### src/rtl/riscv_ex_pipe_stg.sv
// Elastic STAGES-deep integer execute pipe between ID and MEM/WB.
// Carries a sideband tag, supports synchronous flush and tracks occupancy.
`ifndef EX_FUNCT_W
`define EX_FUNCT_W 4
`endif

module riscv_ex_pipe_stg #(
  parameter int DATA_W = 32,
  parameter int STAGES = 2,
  parameter int TAG_W  = 5
) (
  input  logic                          clk,
  input  logic                          rst,
  input  logic                          flush,
  input  logic                          id_ex_rdy,
  output logic                          id_ex_ack,
  input  logic [`EX_FUNCT_W-1:0]        id_ex_funct,
  input  logic [DATA_W-1:0]             id_ex_op1,
  input  logic [DATA_W-1:0]             id_ex_op2,
  input  logic [TAG_W-1:0]              id_ex_tag,
  output logic                          mem_wb_rdy,
  input  logic                          mem_wb_ack,
  output logic [DATA_W-1:0]             mem_wb_data,
  output logic [TAG_W-1:0]              mem_wb_tag,
  output logic [$clog2(STAGES+1)-1:0]   occupancy
);

  localparam int FW  = `EX_FUNCT_W;
  localparam int SHW = $clog2(DATA_W);
  localparam int OW  = $clog2(STAGES+1);

  localparam logic [FW-1:0] EX_NOP  = FW'(0);
  localparam logic [FW-1:0] EX_ADD  = FW'(1);
  localparam logic [FW-1:0] EX_SUB  = FW'(2);
  localparam logic [FW-1:0] EX_OR   = FW'(3);
  localparam logic [FW-1:0] EX_XOR  = FW'(4);
  localparam logic [FW-1:0] EX_AND  = FW'(5);
  localparam logic [FW-1:0] EX_STL  = FW'(6);
  localparam logic [FW-1:0] EX_STLU = FW'(7);
  localparam logic [FW-1:0] EX_SLL  = FW'(8);
  localparam logic [FW-1:0] EX_SRL  = FW'(9);
  localparam logic [FW-1:0] EX_SRA  = FW'(10);

  logic              v_q   [STAGES];
  logic              v_d   [STAGES];
  logic [DATA_W-1:0] d_q   [STAGES];
  logic [TAG_W-1:0]  t_q   [STAGES];
  logic              src_v [STAGES];
  logic [DATA_W-1:0] src_d [STAGES];
  logic [TAG_W-1:0]  src_t [STAGES];
  logic              rdy   [STAGES+1];
  logic [OW-1:0]     occ_q, occ_d;
  logic [DATA_W-1:0] alu;
  logic [SHW-1:0]    shamt;
  logic              in_x, out_x;

  assign shamt = id_ex_op2[SHW-1:0];

  always_comb begin
    alu = '0;
    case (id_ex_funct)
      EX_ADD:  alu = id_ex_op1 + id_ex_op2;
      EX_SUB:  alu = id_ex_op1 - id_ex_op2;
      EX_OR:   alu = id_ex_op1 | id_ex_op2;
      EX_XOR:  alu = id_ex_op1 ^ id_ex_op2;
      EX_AND:  alu = id_ex_op1 & id_ex_op2;
      EX_STL:  alu = DATA_W'($signed(id_ex_op1) < $signed(id_ex_op2));
      EX_STLU: alu = DATA_W'(id_ex_op1 < id_ex_op2);
      EX_SLL:  alu = id_ex_op1 << shamt;
      EX_SRL:  alu = id_ex_op1 >> shamt;
      EX_SRA:  alu = DATA_W'($signed(id_ex_op1) >>> shamt);
      EX_NOP:  alu = '0;
      default: alu = '0;
    endcase
  end

  // Ready ripples back from downstream ack; an empty stage breaks the stall.
  always_comb begin
    rdy[STAGES] = mem_wb_ack;
    for (int i = STAGES-1; i >= 0; i--) begin
      rdy[i] = !v_q[i] || rdy[i+1];
    end
  end

  always_comb begin
    src_v[0] = id_ex_rdy;
    src_d[0] = alu;
    src_t[0] = id_ex_tag;
    for (int i = 1; i < STAGES; i++) begin
      src_v[i] = v_q[i-1];
      src_d[i] = d_q[i-1];
      src_t[i] = t_q[i-1];
    end
    for (int i = 0; i < STAGES; i++) begin
      v_d[i] = flush ? 1'b0 : (rdy[i] ? src_v[i] : v_q[i]);
    end
  end

  assign in_x  = id_ex_rdy && rdy[0];
  assign out_x = v_q[STAGES-1] && mem_wb_ack;

  always_comb begin
    occ_d = occ_q;
    if (flush) begin
      occ_d = '0;
    end else begin
      unique case ({in_x, out_x})
        2'b10:   occ_d = occ_q + OW'(1);
        2'b01:   occ_d = occ_q - OW'(1);
        default: occ_d = occ_q;
      endcase
    end
  end

  always_ff @(posedge clk or posedge rst) begin
    if (rst) begin
      for (int i = 0; i < STAGES; i++) begin
        v_q[i] <= 1'b0;
        d_q[i] <= '0;
        t_q[i] <= '0;
      end
      occ_q <= '0;
    end else begin
      for (int i = 0; i < STAGES; i++) begin
        v_q[i] <= v_d[i];
        if (rdy[i]) begin
          d_q[i] <= src_d[i];
          t_q[i] <= src_t[i];
        end
      end
      occ_q <= occ_d;
    end
  end

  assign id_ex_ack   = rdy[0];
  assign mem_wb_rdy  = v_q[STAGES-1];
  assign mem_wb_data = d_q[STAGES-1];
  assign mem_wb_tag  = t_q[STAGES-1];
  assign occupancy   = occ_q;

endmodule
### config.mk
export PLATFORM = sky130hd
export DESIGN_NAME = riscv_ex_pipe_stg
export DESIGN_NICKNAME = d
export VERILOG_FILES = /design/src/rtl/riscv_ex_pipe_stg.sv
export SDC_FILE = /design/constraint.sdc
export NUM_CORES = 1
export LEC_CHECK = 0
export CAP_MARGIN = 20
export CELL_PAD_IN_SITES_DETAIL_PLACEMENT = 0
export CELL_PAD_IN_SITES_GLOBAL_PLACEMENT = 1
export CORE_ASPECT_RATIO = 1.75
export CORE_MARGIN = 2
export CORE_UTILIZATION = 40
export DETAILED_ROUTE_END_ITERATION = 12
export GPL_TIMING_DRIVEN = 0
export PLACE_DENSITY_LB_ADDON = 0.1
export SLEW_MARGIN = 20
export SYNTH_ARGS = -nofsm -noshare
export SYNTH_HDL_FRONTEND = slang
export SYNTH_SLANG_ARGS = --single-unit
### constraint.sdc
create_clock -name clk -period 3.2 [get_ports clk]
set_input_delay 0.32 -clock clk [delete_from_list [all_inputs] [get_ports clk]]
set_output_delay 0.32 -clock clk [all_outputs]
set_load 0.02 [all_outputs]
======== Word level (Yosys, flattened, before mapping) ========
Cells that the tools add are included.
storage, ports and cells
  register bits after elaboration ......... 78
  output and inout port bits .............. 41
  logic and storage cells ................. 47
  input bits .............................. 78
cells by class
  bitwise logic cells ..................... 3
  shift operators ......................... 3
  add/subtract/negate cells ............... 4
  $lt $le $gt $ge ......................... 2
  equality and inequality tests ........... 12
  multiplexer cells ....................... 7
  reduce and logical (&&, ||, !) cells .... 9
operator list
  cell                 count
  $pmux 32 s10         1
  $lt 32x32->1         2
  $add 32x32->32       1
  $and 32x32->32       1
  $or 32x32->32        1
  $shl 32x5->32        1
  $shr 32x5->32        1
  $sshr 32x5->32       1
  $sub 32x32->32       1
  $xor 32x32->32       1
  $eq 4x3->1 const B   4
  $eq 4x4->1 const B   3
  $eq 4x2->1 const B   2
  $eq 4x1->1 const B   1
  $mux 1               4
  $pmux 2 s2           1
  $reduce_bool 2->1    2
  $reduce_bool 3->1    1
  $add 2x1->2 const B  1
  $eq 2x1->1 const B   1
  $eq 2x2->1 const B   1
  $logic_and 1x1->1    2
  $logic_not 1->1      2
  $logic_or 1x1->1     2
  other kinds (2)      2

======== Longest topological paths before layout ========
  word-level depth ........................ 7
  depth in mapped cells ................... 15
  depth with buffers taken out ............ 13

======== Worst setup path before layout ========
Ideal clock, no wire load.
  path type ............................... input-to-reg
  start ................................... input port id_ex_op2[3]
  end ..................................... register d_q[57] (netlist bit)
  cell stages on the path ................. 14
  buffers on the path ..................... 4
  slack ................................... -0.628 ns
  arrival time ............................ 3.692 ns
  required time ........................... 3.064 ns
  setup time .............................. 0.136 ns
  cell sequence ........................... clkbuf_1 -> inv_1 -> buf_1 -> buf_1 -> ha_1 -> buf_4 -> or4_4 -> a2111oi_4 -> a211oi_2 -> a21oi_4 -> mux2i_1 -> a21oi_1 -> a2111oi_0 -> a31oi_1
between the ends
  word-level cells in the longest chain between the ends .. 2
  elaborated cells between the ends (all ways) .. 6
  those cells by class .................... 2 x add/sub; 3 x shift; 1 x mux
ends and longest elaborated chain
  element                                       RTL line  RTL
  from (decl)                                   19        input logic [DATA_W-1:0] id_ex_op2,
  $sub 32x32->32, or another cell as far along  63        EX_SUB: alu = id_ex_op1 - id_ex_op2;
  $pmux 32 s10 (*)                              61        case (id_ex_funct)
  to (signal, indexed assignment)               127       d_q[i] <= src_d[i];
  to (decl)                                     46        logic [DATA_W-1:0] d_q [STAGES];
Mark *: on every way between the ends. The rest lies on a longest branch, timed or not.
A chain may end at the register's enable or synchronous reset.

======== Worst setup path in the final report ========
  start ................................... input port id_ex_funct[1]
  end ..................................... register d_q[32] (netlist bit)
between the ends
  word-level cells in the longest chain between the ends .. 2
  elaborated cells between the ends (all ways) .. 11
  those cells by class .................... 10 x eq/ne; 1 x mux
ends and longest elaborated chain
  element                                   RTL line  RTL
  from (decl)                               17        input logic [`EX_FUNCT_W-1:0] id_ex_funct,
  $eq 4x4->1, or another cell as far along  61
  $pmux 32 s10 (*)                          61
Marked as above.

==> flow_summary.yaml <==
placed_design:
  dpl.hpwl_um: 51100
  dp_cells: 2085
  port_buffers: 116
  gp_congestion: 1.08
  dpl_cell_area_mm2: 0.0137
run:
  maxCapViolations: 0
route:
  wl_per_cell_um: 30.4
  viasPerCell: 6.55
  firstDrtPassIters: 8
  drt_iter0_markers: 1474
  drt-total-wl_um: 64700
  drc: 0
  vias: 13900
  ant_nets: 0
synthesis:
  yosys_warnings: 0
  async_flop_share_pct: 100
  synth_area_leader_cell: "dfrtp_1"
  syn_nets: 1761
  synth_area_leaders: "dfrtp_1 16%, ha_1 10%, mux2_2 6.3%"
  ys_ff_latch: 78
  yosysUniqueCellTypes: 84
  synth.avg_cell_area_um2: 7.50
  synth_top_area_share_pct: 16.4
  ys_seq_area_share_pct: 16.4
  synth_flop_cell: "dfrtp_1"
  syn_area_mm2: 0.0119
  synthCells: 1584
  synth_edf_count: 0
cts:
  h-tree-depth: 3
  cts_tree: "done"
  numClockSinks: 78
  clock_latency_ns: 0.35
  clockRootBuffer: "clkbuf_16"
  numCtsBuffers: 9
  clk_path_buf_depth: 2
  path_clk_slew_ns: 0.06
floorplanning:
  dieWidth_um: 134
  fp.dieH_um: 232
  rows: 83
  io_pins: 119
  initial_utilization_pct: 40.6
  fp.dieArea_mm2: 0.0312
  fp.coreArea_mm2: 0.0293
global_route:
  grt_util_met2_pct: 71.1
  grt.met3_usage_pct: 6.94
  gr-usage-all-layers_pct: 41.1
  grt_overflow: 0
  grt_pass1_vias: 13800
  grt_pass1_wl_um: 92700
  grt_util_met1_pct: 41.1
  grt_max_degree: 60
  antenna_found_initial: 0
  top_usage_layer: "met2"
worst_setup_path:
  crit_fanout: 10
  crit_path_end_kind: "register"
  arrival_ns: 3.48
  crit_required_ns: 3.44
  startpoint_type: "primary input"
  worstSetupPathType: "primary input to register"
final_layout:
  layout-drive-gt1-share_pct: 21.0
  fin_cells: 2130
  diodes: 0
  final_area_mm2: 0.0150
  final_nets: 1920
  areaGrowthSynthToFinish_pct: 26.3
  nFillCells: 2995
timing:
  layout_setup_ws_ns: -0.0391
  clock_skew_ns: 0.00298
  rsz0062_at_grt: "true"
  fmax_mhz: 309
  finalHoldViolCount: 0
  min_period_over_period_pct: 101
  finalCriticalPeriod_ns: 3.24
  setup-tns-final_ns: -0.0618
  worst_pin_slew_ns: 1.06
  setup_violations: 3
  max_slew_margin_pct: 29.7
  slew_viol_final: 0
power:
  pwr-share-seq_pct: 24.5
  p_per_area_mw_per_mm2: 321
  max-vdd-ir-drop_mv: 0.463
  p_int_mw: 2.74
  p_switching_mw: 2.08
  clkPwrFrac_pct: 21.3
  pwr-share-comb_pct: 54.3
  sw_frac_of_total_pct: 43.2
  p_leak_nw: 6.34
status:
  failed_checks: "setup timing"
  status: "finished with violations"
worst_hold_path:
  min_path_type: "primary input to async pin"
==> path summary, 6_finish.rpt <==
check	from	to	slack, ns	depth (start not counted)
worst max-delay path	id_ex_funct[1]	d_q[32]$_DFFE_PP0N_	-0.04	8
worst min-delay path	rst	mem_wb_data[12]$_DFFE_PP0P_	0.27	2
worst min register to register	src_t[0]$_DFFE_PP0N_	src_t[0]$_DFFE_PP0N_	0.47	2
min in group clk	src_t[0]$_DFFE_PP0N_	src_t[0]$_DFFE_PP0N_	0.47	2
max in group asynchronous	rst	occupancy[0]$_DFFE_PP0P_	2.36	3
worst max register to register	mem_wb_rdy$_DFFE_PP0P_	d_q[32]$_DFFE_PP0N_	0.07	8
==> metal layers <==
| metal | wire length, um | vias up |
|---|---|---|
| met1 | 21500 | 6656 |
| met3 | 4350 | 326 |
| met5 | 0 | - |
| met2 | 31200 | 826 |
| li1 | - | 6133 |
| met4 | 7660 | 0 |
==> layout make-up <==
type                       instances  area, um2  area share (%)
clock inverter                     7       73.8           0.492
tap                              382        478            3.18
clock buffer                       9        225            1.50
buffer                           140        950            6.32
sequential                        78       1950            13.0
inverter                          98        387            2.57
timing repair buffer             153       1430            9.55
multi-input combinational       1263       9520            63.4
==> cell families after synthesis <==
family                   Yosys count  synth area share [%]
buffers and inverters            243                  9.19
multiplexers                     154                  15.6
AO/OA/AOI/OAI                    530                  29.6
flip-flops                        78                  16.4
adder cells (fa/ha/maj)           99                  10.5
AND/OR/NAND/NOR                  465                  17.5
XOR/XNOR                          15                  1.11
==> repair_timing <==
action                     in CTS  in global routing
hold endpoints to repair        0                  0
pin swaps                      23                 24
hold buffers                    0                  0
setup buffers                  27                  7
gates resized for setup       181                115
setup endpoints to repair      33                 31
==> placed cells by master (no fill, tap or decap), types with 18 or more instances in the layout <==
master	n
nand2_1	158
nor2_1	151
a21oi_1	116
inv_1	89
ha_1	87
clkdlybuf4s50_1	86
o21ai_0	78
dfrtp_1	78
buf_4	71
mux2_2	66
mux2i_1	52
clkbuf_1	44
o21ai_1	35
nor3_1	35
o211ai_1	27
clkbuf_2	26
nand3_1	25
a31oi_1	24
a211oi_1	19
mux4_2	18
==> registers in the layout (all words and copies together), names as in the netlist <==
register	flops
occupancy	2
mem_wb_rdy	1
mem_wb_data	32
src_v	1
d_q	32
src_t	5
mem_wb_tag	5
==> power by group through the flow <==
stage,registers (mW),clock network [mW],logic (mW)
floorplan,1.18,0,1.40
global placement,1.19,0,2.28
detailed placement,1.20,0,2.29
CTS,1.18,1.05,2.46
global route,1.20,1.07,2.74
finish,1.18,1.02,2.62
==> worst max-delay path, cell delays in order <==
cell and delay [ns]:
clkdlybuf4s50_1 0.54, clkbuf_1 0.43, nor2_1 0.21, a221oi_2 0.65, clkbuf_1 0.45, clkbuf_2 0.42
o21ai_1 0.26, o211ai_1 0.19
==> synthesized netlist by cell type, types with 11 or more instances <==
library cell,count
o22ai_1,18
ha_1,97
o21ai_1,30
nor3_1,40
a211oi_1,25
xnor2_1,11
dfrtp_1,78
o31ai_1,11
a221oi_1,24
nand2b_1,11
a21o_1,17
clkbuf_1,73
inv_1,94
a22oi_1,13
a21oi_1,131
buf_1,13
mux2i_1,62
mux4_2,18
o211ai_1,27
nand3_1,27
o21ai_0,92
a31oi_1,29
o2111ai_1,15
buf_2,21
nor2b_1,17
buf_4,35
nor2_1,154
nand2_1,161
mux2_2,66
==> metrics by stage <==
| stage | util (%) | hold slack (ns) | worst slack [ns] | power (mW) |
|---|---|---|---|---|
| floorplan | - | 0.386 | 0.0101 | 2.59 |
| global route | 51.3 | 0.303 | -0.0239 | 5.01 |
| global placement | 46.5 | 0.447 | -1.76 | 3.47 |
| CTS | 50.2 | 0.268 | 0.00235 | 4.68 |
| detailed placement | 46.7 | 0.457 | -1.74 | 3.49 |
| finish | 51.3 | 0.268 | -0.0391 | 4.82 |
(Power assumes the default switching activity.)
